**src/rtl/fetch_line_if.sv**
```systemverilog
// Fetch line controller bus bundle: fetch-stage side (pc, fetch_en, prmiss, inv,
// idata, idata_valid) and memory line-read side (mem_req, mem_addr, mem_ack,
// mem_rdata, fetch_err). slave = controller view, master = fetch/memory view.
`ifndef ADDR_LEN
`define ADDR_LEN 32
`endif

interface fetch_line_if #(
  parameter int ADDR_LEN = `ADDR_LEN
) ();
  logic [ADDR_LEN-1:0] pc;
  logic                fetch_en;
  logic                prmiss;
  logic                inv;
  logic [127:0]        idata;
  logic                idata_valid;
  logic                mem_req;
  logic [ADDR_LEN-1:0] mem_addr;
  logic                mem_ack;
  logic [127:0]        mem_rdata;
  logic                fetch_err;

  modport slave (
    input  pc, fetch_en, prmiss, inv, mem_ack, mem_rdata,
    output idata, idata_valid, mem_req, mem_addr, fetch_err
  );

  modport master (
    output pc, fetch_en, prmiss, inv, mem_ack, mem_rdata,
    input  idata, idata_valid, mem_req, mem_addr, fetch_err
  );
endinterface

```
**src/rtl/fetch_line_ctrl.sv**
```systemverilog
// One-entry instruction line buffer with a single outstanding memory line read.
// Latency: miss seen at cycle 0, mem_req at +1, earliest ack at +2, idata_valid at +3.
// Backpressure: mem_req held with stable mem_addr until the single-cycle mem_ack.
// Ports: clk, reset (async active-low), fl (fetch_line_if.slave: pc/fetch_en/
// prmiss/inv in, idata/idata_valid out, mem_req/mem_addr out, mem_ack/mem_rdata
// in, fetch_err out).
// Optional macro FETCH_TIMEOUT_EN: abandon a fetch after TIMEOUT_CYC wait cycles
// and pulse fetch_err; without it the block waits forever and fetch_err is 0.
`ifndef ADDR_LEN
`define ADDR_LEN 32
`endif

module fetch_line_ctrl #(
  parameter int ADDR_LEN    = `ADDR_LEN,
  parameter int TIMEOUT_CYC = 255
) (
  input  logic           clk,
  input  logic           reset,
  fetch_line_if.slave    fl
);

  localparam int TAG_W = ADDR_LEN - 4;

  // The wait counter is 8 bits wide, so the limit must fit in it.
  if (TIMEOUT_CYC < 1 || TIMEOUT_CYC > 255) begin : g_bad_timeout
    $error("TIMEOUT_CYC must be in 1..255");
  end

  typedef enum logic [1:0] {IDLE, BUSY, DROP} state_t;

  state_t               state_q, state_d;
  logic                 buf_v_q, buf_v_d;
  logic [TAG_W-1:0]     buf_tag_q, buf_tag_d;
  logic [127:0]         buf_data_q, buf_data_d;
  logic                 req_q, req_d;
  logic [ADDR_LEN-1:0]  addr_q, addr_d;

  logic [TAG_W-1:0]     pc_tag;
  logic                 hit;
  logic                 timed_out;

  // Offset bits within the line do not affect the buffer.
  logic unused_pc_lo;
  assign unused_pc_lo = ^fl.pc[3:0];

  assign pc_tag = fl.pc[ADDR_LEN-1:4];
  // A redirect or invalidate in this cycle means the line cannot be trusted yet.
  assign hit    = buf_v_q && (buf_tag_q == pc_tag) && !fl.prmiss && !fl.inv;

  assign fl.idata       = buf_data_q;
  assign fl.idata_valid = hit;
  assign fl.mem_req     = req_q;
  assign fl.mem_addr    = addr_q;

`ifdef FETCH_TIMEOUT_EN
  localparam logic [7:0] WAIT_LAST = 8'(TIMEOUT_CYC - 1);

  logic [7:0] wait_cnt_q;
  logic       err_q;

  // Fires on the edge where the counter would reach TIMEOUT_CYC, so the
  // fetch_err pulse lands exactly TIMEOUT_CYC cycles after BUSY entry.
  assign timed_out = (state_q != IDLE) && !fl.mem_ack && (wait_cnt_q == WAIT_LAST);

  always_ff @(posedge clk or negedge reset) begin
    if (!reset) begin
      wait_cnt_q <= 8'd0;
      err_q      <= 1'b0;
    end else begin
      err_q <= timed_out;
      // Held at zero while idle, which clears it on entry to BUSY.
      if (state_q == IDLE) begin
        wait_cnt_q <= 8'd0;
      end else if (!fl.mem_ack) begin
        wait_cnt_q <= wait_cnt_q + 8'd1;
      end
    end
  end

  assign fl.fetch_err = err_q;
`else
  assign timed_out    = 1'b0;
  assign fl.fetch_err = 1'b0;
`endif

  always_comb begin
    state_d    = state_q;
    buf_v_d    = buf_v_q;
    buf_tag_d  = buf_tag_q;
    buf_data_d = buf_data_q;
    req_d      = req_q;
    addr_d     = addr_q;

    case (state_q)
      IDLE: begin
        // mem_ack is ignored here: it can only be a stale response.
        if (fl.fetch_en && !hit && !fl.prmiss && !fl.inv) begin
          state_d = BUSY;
          req_d   = 1'b1;
          addr_d  = {pc_tag, 4'b0000};
        end
      end
      BUSY, DROP: begin
        if (fl.mem_ack) begin
          state_d = IDLE;
          req_d   = 1'b0;
          // The line is tagged by its own address, so a redirect in the ack
          // cycle still leaves correct data; only DROP discards it.
          if (state_q == BUSY) begin
            buf_data_d = fl.mem_rdata;
            buf_tag_d  = addr_q[ADDR_LEN-1:4];
            buf_v_d    = 1'b1;
          end
        end else if (timed_out) begin
          state_d = IDLE;
          req_d   = 1'b0;
        end else if (fl.prmiss || fl.inv) begin
          state_d = DROP;
        end
      end
      default: begin
        state_d = IDLE;
        req_d   = 1'b0;
      end
    endcase

    // Invalidate wins over a fill landing in the same cycle.
    if (fl.inv) begin
      buf_v_d = 1'b0;
    end
  end

  always_ff @(posedge clk or negedge reset) begin
    if (!reset) begin
      state_q    <= IDLE;
      buf_v_q    <= 1'b0;
      buf_tag_q  <= '0;
      buf_data_q <= '0;
      req_q      <= 1'b0;
      addr_q     <= '0;
    end else begin
      state_q    <= state_d;
      buf_v_q    <= buf_v_d;
      buf_tag_q  <= buf_tag_d;
      buf_data_q <= buf_data_d;
      req_q      <= req_d;
      addr_q     <= addr_d;
    end
  end

endmodule

```
**src/flat_wrapper.sv**
```systemverilog
// flat-port wrapper written by rule: the top's interface ports become plain ports
module fetch_line_ctrl_flat 
#(
  parameter int ADDR_LEN    = `ADDR_LEN,
  parameter int TIMEOUT_CYC = 255
)
  (clk, reset, fl_pc, fl_fetch_en, fl_prmiss, fl_inv, fl_mem_ack, fl_mem_rdata, fl_idata, fl_idata_valid, fl_mem_req, fl_mem_addr, fl_fetch_err);
  fetch_line_if #(.ADDR_LEN(ADDR_LEN)) fl_i ();
  input  logic clk;
  input  logic reset;
  input wire logic [$bits(fl_i.pc)-1:0] fl_pc;
  input wire logic [$bits(fl_i.fetch_en)-1:0] fl_fetch_en;
  input wire logic [$bits(fl_i.prmiss)-1:0] fl_prmiss;
  input wire logic [$bits(fl_i.inv)-1:0] fl_inv;
  input wire logic [$bits(fl_i.mem_ack)-1:0] fl_mem_ack;
  input wire logic [$bits(fl_i.mem_rdata)-1:0] fl_mem_rdata;
  output wire logic [$bits(fl_i.idata)-1:0] fl_idata;
  output wire logic [$bits(fl_i.idata_valid)-1:0] fl_idata_valid;
  output wire logic [$bits(fl_i.mem_req)-1:0] fl_mem_req;
  output wire logic [$bits(fl_i.mem_addr)-1:0] fl_mem_addr;
  output wire logic [$bits(fl_i.fetch_err)-1:0] fl_fetch_err;
  assign fl_i.pc = fl_pc;
  assign fl_i.fetch_en = fl_fetch_en;
  assign fl_i.prmiss = fl_prmiss;
  assign fl_i.inv = fl_inv;
  assign fl_i.mem_ack = fl_mem_ack;
  assign fl_i.mem_rdata = fl_mem_rdata;
  assign fl_idata = fl_i.idata;
  assign fl_idata_valid = fl_i.idata_valid;
  assign fl_mem_req = fl_i.mem_req;
  assign fl_mem_addr = fl_i.mem_addr;
  assign fl_fetch_err = fl_i.fetch_err;
  fetch_line_ctrl #(.ADDR_LEN(ADDR_LEN), .TIMEOUT_CYC(TIMEOUT_CYC)) u_core (.clk(clk), .reset(reset), .fl(fl_i));
endmodule
```
**config.mk**
```make
export PLATFORM = sky130hd
export DESIGN_NAME = fetch_line_ctrl_flat
export DESIGN_NICKNAME = d
export VERILOG_FILES = /design/src/rtl/fetch_line_if.sv /design/src/rtl/fetch_line_ctrl.sv /design/src/flat_wrapper.sv
export SDC_FILE = /design/constraint.sdc
export NUM_CORES = 1
export LEC_CHECK = 0
export ABC_AREA = 1
export BUFFER_PORTS_ARGS = -buffer_cell sky130_fd_sc_hd__buf_2
export CAP_MARGIN = 20
export CELL_PAD_IN_SITES_DETAIL_PLACEMENT = 0
export CELL_PAD_IN_SITES_GLOBAL_PLACEMENT = 2
export CORE_MARGIN = 4
export CORE_UTILIZATION = 31
export CTS_CLUSTER_DIAMETER = 100
export DETAILED_ROUTE_END_ITERATION = 6
export PLACE_DENSITY_LB_ADDON = 0.1
export SLEW_MARGIN = 20
export SYNTH_ARGS = -nofsm -noshare
export SYNTH_HDL_FRONTEND = slang
export SYNTH_SLANG_ARGS = --single-unit
```
**constraint.sdc**
```tcl
create_clock -name clk -period 5.3 [get_ports clk]
set_clock_uncertainty 0.15 [all_clocks]
set_input_delay 1.06 -clock clk [delete_from_list [all_inputs] [get_ports clk]]
set_output_delay 1.06 -clock clk [all_outputs]
set_load 0.05 [all_outputs]
```
### Yosys cells after proc, flatten, opt, wreduce, memory -nomap -nowiden

Cells that the tools add are included.

* add/sub/neg operators: 0
* multiply operators: 0
* divide/modulo/power cells: 0
* $lt $le $gt $ge: 0
* equality and inequality tests: 6
* shift-type cells: 0
* multiplexer cells: 11
* bitwise gates (word level): 0
* reduce and logical (&&, ||, !) cells: 20

Operator list (count)
* $eq 28x28->1: 1
* $logic_and 1x1->1: 6
* $mux 1: 6
* $mux 2: 3
* $reduce_and 2->1: 3
* $reduce_and 3->1: 2
* $reduce_bool 2->1: 3
* $pmux 2 s2: 1
* $logic_not 1->1: 3
* $ne 3x2->1 const B: 1
* $eq 2x1->1 const B: 1
* $eq 2x2->1 const B: 1
* $logic_not 2->1: 1
* $ne 2x1->1 const B: 1
* $ne 2x2->1 const B: 1
* $pmux 1 s2: 1
* $reduce_or 2->1: 1
* $logic_or 1x1->1: 1

* register bits: 188
* latch bits: 0
* bits in writable memories: 0
* ROM bits: 0
* bits of input ports: 166
* output and inout port bits: 163
* memories: 0

### Longest topological paths before layout

Gate-level depths: netlist of the first run.

* depth after elaboration: 10
* mapped depth: 15
* gate-level depth less buffers: 14

### Worst setup path before layout of the first run

OpenSTA, ideal clock, no wires.

* kind: input to output
* start: input fl_prmiss
* end: output fl_idata_valid
* data arrival time: 2259 ps
* required time: 4090 ps
* path slack: 1831 ps
* cell stages on the path: 7
* buffers on the path: 0
* cell sequence: inv_1 > nand2_1 > inv_1 > nand2_1 > nor4_1 > nand4_1 > nor2_1

* word-level cells in the longest chain between the ends: 3

RTL lines
* start: declaration: line flat_wrapper.sv:13 `input wire logic [$bits(fl_i.prmiss)-1:0] fl_prmiss;`
* $logic_not 1->1: line fetch_line_ctrl.sv:48 `assign hit = buf_v_q && (buf_tag_q == pc_tag) && !fl.prmiss && !fl.inv;`
* $logic_and 1x1->1 (2 in a row): line fetch_line_ctrl.sv:48
* end: declaration: line flat_wrapper.sv:18 `output wire logic [$bits(fl_i.idata_valid)-1:0] fl_idata_valid;`

Every way passes these cells.

### Worst setup path after layout of the first run

* start: input fl_inv
* end: output fl_idata_valid

* word-level cells in the longest chain between the ends: 2

RTL lines
* start: declaration: line flat_wrapper.sv:14 `input wire logic [$bits(fl_i.inv)-1:0] fl_inv;`
* $logic_not 1->1: line fetch_line_ctrl.sv:48
* $logic_and 1x1->1: line fetch_line_ctrl.sv:48

Every way passes these cells.

==> metrics, run 1 <==
status=complete, no violations; clk slew on worst S/H paths=about 80 ps; synth warn=0; Synth async-reset ratio=between 90% and 100%; EDFF count, synth=0; endpoints failing hold=0; Clock Latency Late Sink=about 430 ps; DR pass1 iterations=6; Reg area=approximately 0.0047 mm²; critical path's slowest cell=nor4_1; R2R Setup Slk=2620 ps; worst vdd ir=322.8 µV; routed vias/inst=between 4 and 5; Area Growth Syn to Fin=31.94%; initial antenna violation count=8; core area=approximately 0.025 mm²; Clock Tree Buf Depth=2; f_max=~280 MHz; Die W=approximately 170 µm; post-synthesis compound-gate area fraction=under 10%; static leakage=between 5 and 6 nW; htree depth=4; Yosys reg bits=around 190; Fin Setup TNS=0 ps; setup violators final=0; xor and xnor area share after synthesis=less than 1%; Synth Area in Adders=less than 1%; CP peak stage delay=290 ps; Filler cells=roughly 2600; commonest cells in the netlist=dfrtp_1, nand2_1, mux2_2; Hold Path Sink=u_core.fl.mem_req; Sw Share=between 50% and 60%; average wire per standard cell=roughly 17 µm; HP Start=u_core.fl.mem_req; fin nets=~1200; Final Max Slew Viols=0; post-synth top area cell=dfrtp_1; Max FO, Critical Path=3; clock sink count=approximately 190; Critical Path RT=4090 ps; worst hold stages=2; crit path cell chain=buf_2 -> inv_1 -> nand2_1 -> inv_1 -> nand2_1 -> nor4_1 -> nand4_1 -> nor2_1 -> buf_2; 1st-iter DRT viols=between 200 and 300; CP Buf/Inv Count=4; share of layout cells above drive strength 1=between 40% and 50%; largest family of logic cells by synthesized area=multiplexers; synthesized area=about 0.0079 mm²; Worst Tran Pin Value=993.8 ps; Die ar.=between 0.02 and 0.03 mm²; launch point of the worst reg-to-reg path=u_core.state_q[0]; Pwr Density=about 740 mW/mm²; unrepaired setup endpoints after global routing=no; CP endpoint kind=output pin; worst flop-to-flop path endpoint=u_core.fl.idata[90]; Die Height=roughly 170 µm; hpwl dp=16920 µm; simple-gate share of the synthesized area=under 10%; Vias=between 5000 and 6000; clock network fraction of total power=between 15 and 20%; Syn Inst Count=~710; largest net degree at the start of global routing=100; final hold slack=about 330 ps; gpl congestion=~0.75; num rows=58; WS Path Type=in -> out; # DRC=0; Root Buffer=clkbuf_16; final wirelength=between 20000 and 25000 µm; post-cts hold buffer count=0; path depth of the worst reg2reg path=5; CTS resizes=0; synth unique cells=31; top cell type's share of synthesized area=approximately three fifths; Overall Global Routing Usage=approximately 16%; Sw Pwr=roughly 0.0039 W; combinational share of power=51.5%; Final Critical Period=about 3600 ps; vias in the first global route=6356; first-pass GRT wire length=around 36000 µm; # port buffers=approximately 320; mux contribution to synthesized area=between 10% and 20%; Post-CTS Setup Bufs=0; sequential share of power=32.0%; Top delay family on crit path=simple AND/OR/NAND/NOR gates; ANT nets after route=0; CTS tree=done; Pint=~0.0038 W; CTS Buf Count=17; top_reg_cell synth=dfrtp_1; Initial Util=31.42%; Worst Hold Class=reg -> reg; Synth Area per Inst=~11 µm²; top area cells in the synthesized netlist=dfrtp_1, mux2_2, nand2_1; multi-input logic area=0.002681 mm²; most numerous cell in the Yosys netlist=dfrtp_1; maxcap violations=0; crit path launch type=input pin; data arrival time of the critical path=roughly 2400 ps; GRT overflow=0; total I/O pin count=~330; slew margin rel.=33.74%; register area share after synthesis=between 50% and 60%; Final Cycle Share=68.50%
metrics by stage:
step	area [µm²]	power (W)	instances	util, %	worst slack, ps
global route	10410	0.008152	1363	41.46	1453
global placement	9824	0.006464	1331	39.13	1612
detailed placement	9824	0.006485	1331	39.13	1638
CTS	10410	0.007804	1362	41.45	1626
finish	10410	0.007671	1363	41.46	1669
floorplan	7905	0.005439	709	-	1831
layer usage:
layer / vias to the layer above / track usage (%) / part of all wire [%]
met3: 24 / 6.917 / 8.6
li1: 2874 / - / -
met1: 2730 / 19.19 / 39
met5: - / 0 / 0.42
met4: 14 / 3.917 / 1.1
met2: 172 / 28.03 / 50
state kept, by name (all words and copies together) (netlist names):
name / flops
u_core.buf_tag_q: 28
u_core.buf_v_q: 1
u_core.fl.idata: 128
u_core.fl.mem_addr: 28
u_core.fl.mem_req: 1
u_core.state_q: 2
how the worst max path moves through the flow:
stage                         start             end  slack, ps  cells past startpoint
after floorplan           fl_prmiss  fl_idata_valid       1830                      7
after global placement       fl_inv  fl_idata_valid       1610                      9
after detailed placement     fl_inv  fl_idata_valid       1640                      9
after CTS                    fl_inv  fl_idata_valid       1630                      9
after global routing         fl_inv  fl_idata_valid       1450                      9
final                        fl_inv  fl_idata_valid       1670                      9
tightest hold or removal path, stage by stage (launching register included):
cell and delay [ps]:
dfrtp_1 350, nand2_1 50, nand2_1 50
logic make-up after synthesis:
| group | Yosys count |
|---|---|
| AOI/OAI and AO/OA | 67 |
| xor gates and xnor gates | 4 |
| adders and majority gates | 3 |
| buffers and inverters | 125 |
| DFF | 188 |
| muxes | 128 |
| other | 1 |
| and+or+nand+nor | 189 |
layout by cell type (no fill, tap or decap), drive strengths merged, types with 5 or more instances in the layout:
cell type  instances
buf              322
nor2              20
clkinv             9
nand3              6
inv               98
clkbuf            18
dfrtp            188
mux2             128
o21ai             60
conb               5
nand4              5
nand2            154
layout make-up:
type	count	share of cell area, %
clock buffers	17	4.087
diodes	1	0.02404
flip-flops and latches	188	45.19
clock inverters	14	1.514
multi-input cells	396	25.76
repair buffers	323	16.07
inverters	94	3.389
well taps	330	3.966
power by group through the flow:
stage	Clock (W)	Combinational (W)	Sequential, W
after CTS	0.00132	0.00402	0.00246
after global placement	0	0.00401	0.00245
after global routing	0.00138	0.00422	0.00255
final	0.00127	0.00395	0.00245
after floorplan	0	0.00101	0.00443
after detailed placement	0	0.00402	0.00247
(Power assumes the default switching activity.)
==> inputs of run 2 (changes only) <==
- ABC_AREA: 1 -> 0
- clock period: 5.3 -> 3.6 ns (I/O delays scaled with it)
==> run 2 against run 1 <==
Die area fell by 6.2%. Wire length decreased by 14%. Non-clock buffer count increased by 5. Largest cell class unchanged. Sequential share of layout area up 1.6 points. Critical path type unchanged. Critical endpoint unchanged. Highest routed layer unchanged.
==> metrics, run 2 <==
status=complete, no violations; DR pass1 iterations=4 (-2); crit path launch type=input pin; Fin Setup TNS=0 ps (unchanged); slew margin rel.=54.87% (+21 points); static leakage=5.073 nW (-8.9%); Synth Area per Inst=16.07 µm² (+44%); CP Buf/Inv Count=2 (-2); maxcap violations=0 (unchanged); Pwr Density=1149 mW/mm² (+56%); vias in the first global route=5496 (-14%); # port buffers=319 (unchanged); first-pass GRT wire length=30850 µm (-14%); post-placement cell count=1086 (-18%); worst vdd ir=509.3 µV (+58%); Die Height=162.3 µm (-3.2%); Metal-1 WL=7572 µm (-16%); max reg flops=128 (unchanged); Clock Tree Buf Depth=2 (unchanged); synth warn=0 (unchanged); post-synth top area cell=dfrtp_1; Reg area=0.004705 mm² (unchanged); top_reg_cell synth=dfrtp_1; CP peak stage delay=580 ps (+290 ps); Overall Global Routing Usage=15.10% (-1.3 points); Root Buffer=clkbuf_16; most frequent cells in the layout=buf_2, dfrtp_1, mux2_2, clkbuf_16, xor2_1; met2 routed WL=10110 µm (-12%); GRT overflow=0 (unchanged); Syn Inst Count=459 (-35%); CP endpoint kind=output pin; Die ar.=0.02633 mm² (-6.2%); Vias=4906 (-16%); path depth of the worst reg2reg path=5 (unchanged); setup violators final=0 (unchanged); worst flop-to-flop path endpoint=u_core.fl.idata[99]; clock sink count=188 (unchanged); Final Critical Period=slightly above 3000 ps; Max FO, Critical Path=3 (unchanged); top area cells in the synthesized netlist=dfrtp_1, mux2_2, xor2_1; core area=0.02347 mm² (-6.5%); Area Growth Syn to Fin=36.42%; Top delay family on crit path=simple AND/OR/NAND/NOR gates; EDFF count, synth=0 (unchanged); f_max=331.4 MHz; gpl congestion=0.7402 (-0.72%); Die W=162.3 µm (-3.2%); Worst Tran Pin Value=677.0 ps (-316.9 ps); Final Max Slew Viols=0 (unchanged); routed vias/inst=4.392 (+3.0%); hpwl dp=14830 µm (-12%); register area share after synthesis=63.78% (+4.2 points); Layout Cells excl Fill=1117 (-18%); Filler cells=2197 (-15%); DR WL met3=1574 µm (-19%); endpoints failing hold=0 (unchanged); Total Power=0.01156 W (+51%); Clock Latency Late Sink=420 ps (about the same); most frequent CP cell=buf_2; commonest cells in the netlist=dfrtp_1, mux2_2, xor2_1; top cell type's share of synthesized area=63.78% (+4.2 points); launch point of the worst reg-to-reg path=u_core.state_q[0]; final hold slack=174.8 ps (-154.5 ps); Initial Util=31.42% (about the same); multi-input logic area=0.002560 mm² (-4.5%); WS Path Type=in -> out; Post-CTS Setup Bufs=0 (unchanged); Critical Path RT=2730 ps (-1360 ps); highest metal used=met5; num rows=56 (-3.4%); final wirelength=19690 µm (-14%); CTS Buf Count=17 (unchanged); critical path's slowest cell=or4_4; ANT nets after route=0 (unchanged); total I/O pin count=329 (unchanged); average wire per standard cell=17.63 µm (+5.4%); 1st-iter DRT viols=182 (-27%); synthesized area=0.007376 mm² (-6.5%); Synth async-reset ratio=100.0% (unchanged); most numerous cell in the Yosys netlist=dfrtp_1; CTS tree=done; fin nets=955 (-20%); post-cts hold buffer count=0 (unchanged); Yosys reg bits=188 (unchanged); # DRC=0 (unchanged); crit path cell chain=buf_2 -> xnor2_1 -> nand3_1 -> or4_4 -> nor2_1 -> buf_2; commonest non-fill, non-tap cell in the layout=buf_2; largest net degree at the start of global routing=81 (-19%); Final Cycle Share=a little over four fifths; initial antenna violation count=4 (-4); data arrival time of the critical path=2150 ps (-270 ps); synth unique cells=28 (-9.7%); share of layout cells above drive strength 1=68.26% (+20 points); unrepaired setup endpoints after global routing=no; CTS resizes=0 (unchanged); Worst Hold Class=in -> async; clk slew on worst S/H paths=70 ps (about the same); htree depth=4 (unchanged); R2R Setup Slk=1170 ps (-1450 ps)
## run 2: where the power goes
part	internal [W]	switching, W
registers	0.00314	0.000551
logic	0.00162	0.00410
clock network	0.00133	0.000827
total	0.00608	0.00548
## run 2: worst max-delay path by stage
stage	from	to	depth (start not counted)
5_1_grt	u_core.buf_tag_q[15]	fl_idata_valid	5
3_5_place_dp	fl_pc[17]	fl_idata_valid	6
2_1_floorplan	fl_pc[22]	fl_idata_valid	4
6_report	fl_pc[28]	fl_idata_valid	6
3_3_place_gp	fl_pc[19]	fl_idata_valid	6
4_1_cts	u_core.buf_tag_q[15]	fl_idata_valid	5
## run 2: cell type report
type | count | area share [%]
inverters | 4 | 0.1492
flip-flops and latches | 188 | 46.75
multi-input cells | 247 | 25.44
well taps | 319 | 3.967
clock inverters | 12 | 2.300
clock buffers | 18 | 4.365
diodes | 1 | 0.02487
repair buffers | 328 | 17.00
## run 2: cells by family (layout without fill, tap and decap cells)
family | count (synthesis) | count (layout) | synth area share, %
AO/OA/AOI/OAI | 8 | 8 | 0.8314
XOR/XNOR | 28 | 28 | 3.325
adder cells (fa/ha/maj) | 3 | 3 | 0.5090
buffers and inverters | 28 | 362 | 1.883
flip-flops | 188 | 188 | 63.78
multiplexers | 185 | 185 | 28.23
other | 1 | 6 | 0.05084
AND/OR/NAND/NOR | 18 | 18 | 1.391
## run 2: stage by stage
stage,area (µm²),worst slack (ps),utilization (%)
final,10060,582.8,42.87
after global placement,9389,530.3,40.00
after floorplan,7391,554.5,-
after detailed placement,9389,508.5,40.00
after global routing,10060,429.3,42.87
after CTS,10060,505.8,42.86
## run 2: routing by layer
metal	vias to the layer above	track usage (%)
met4	6	5.959
met5	-	0
met2	174	25.62
met1	2441	17.40
li1	2258	-
met3	27	5.532
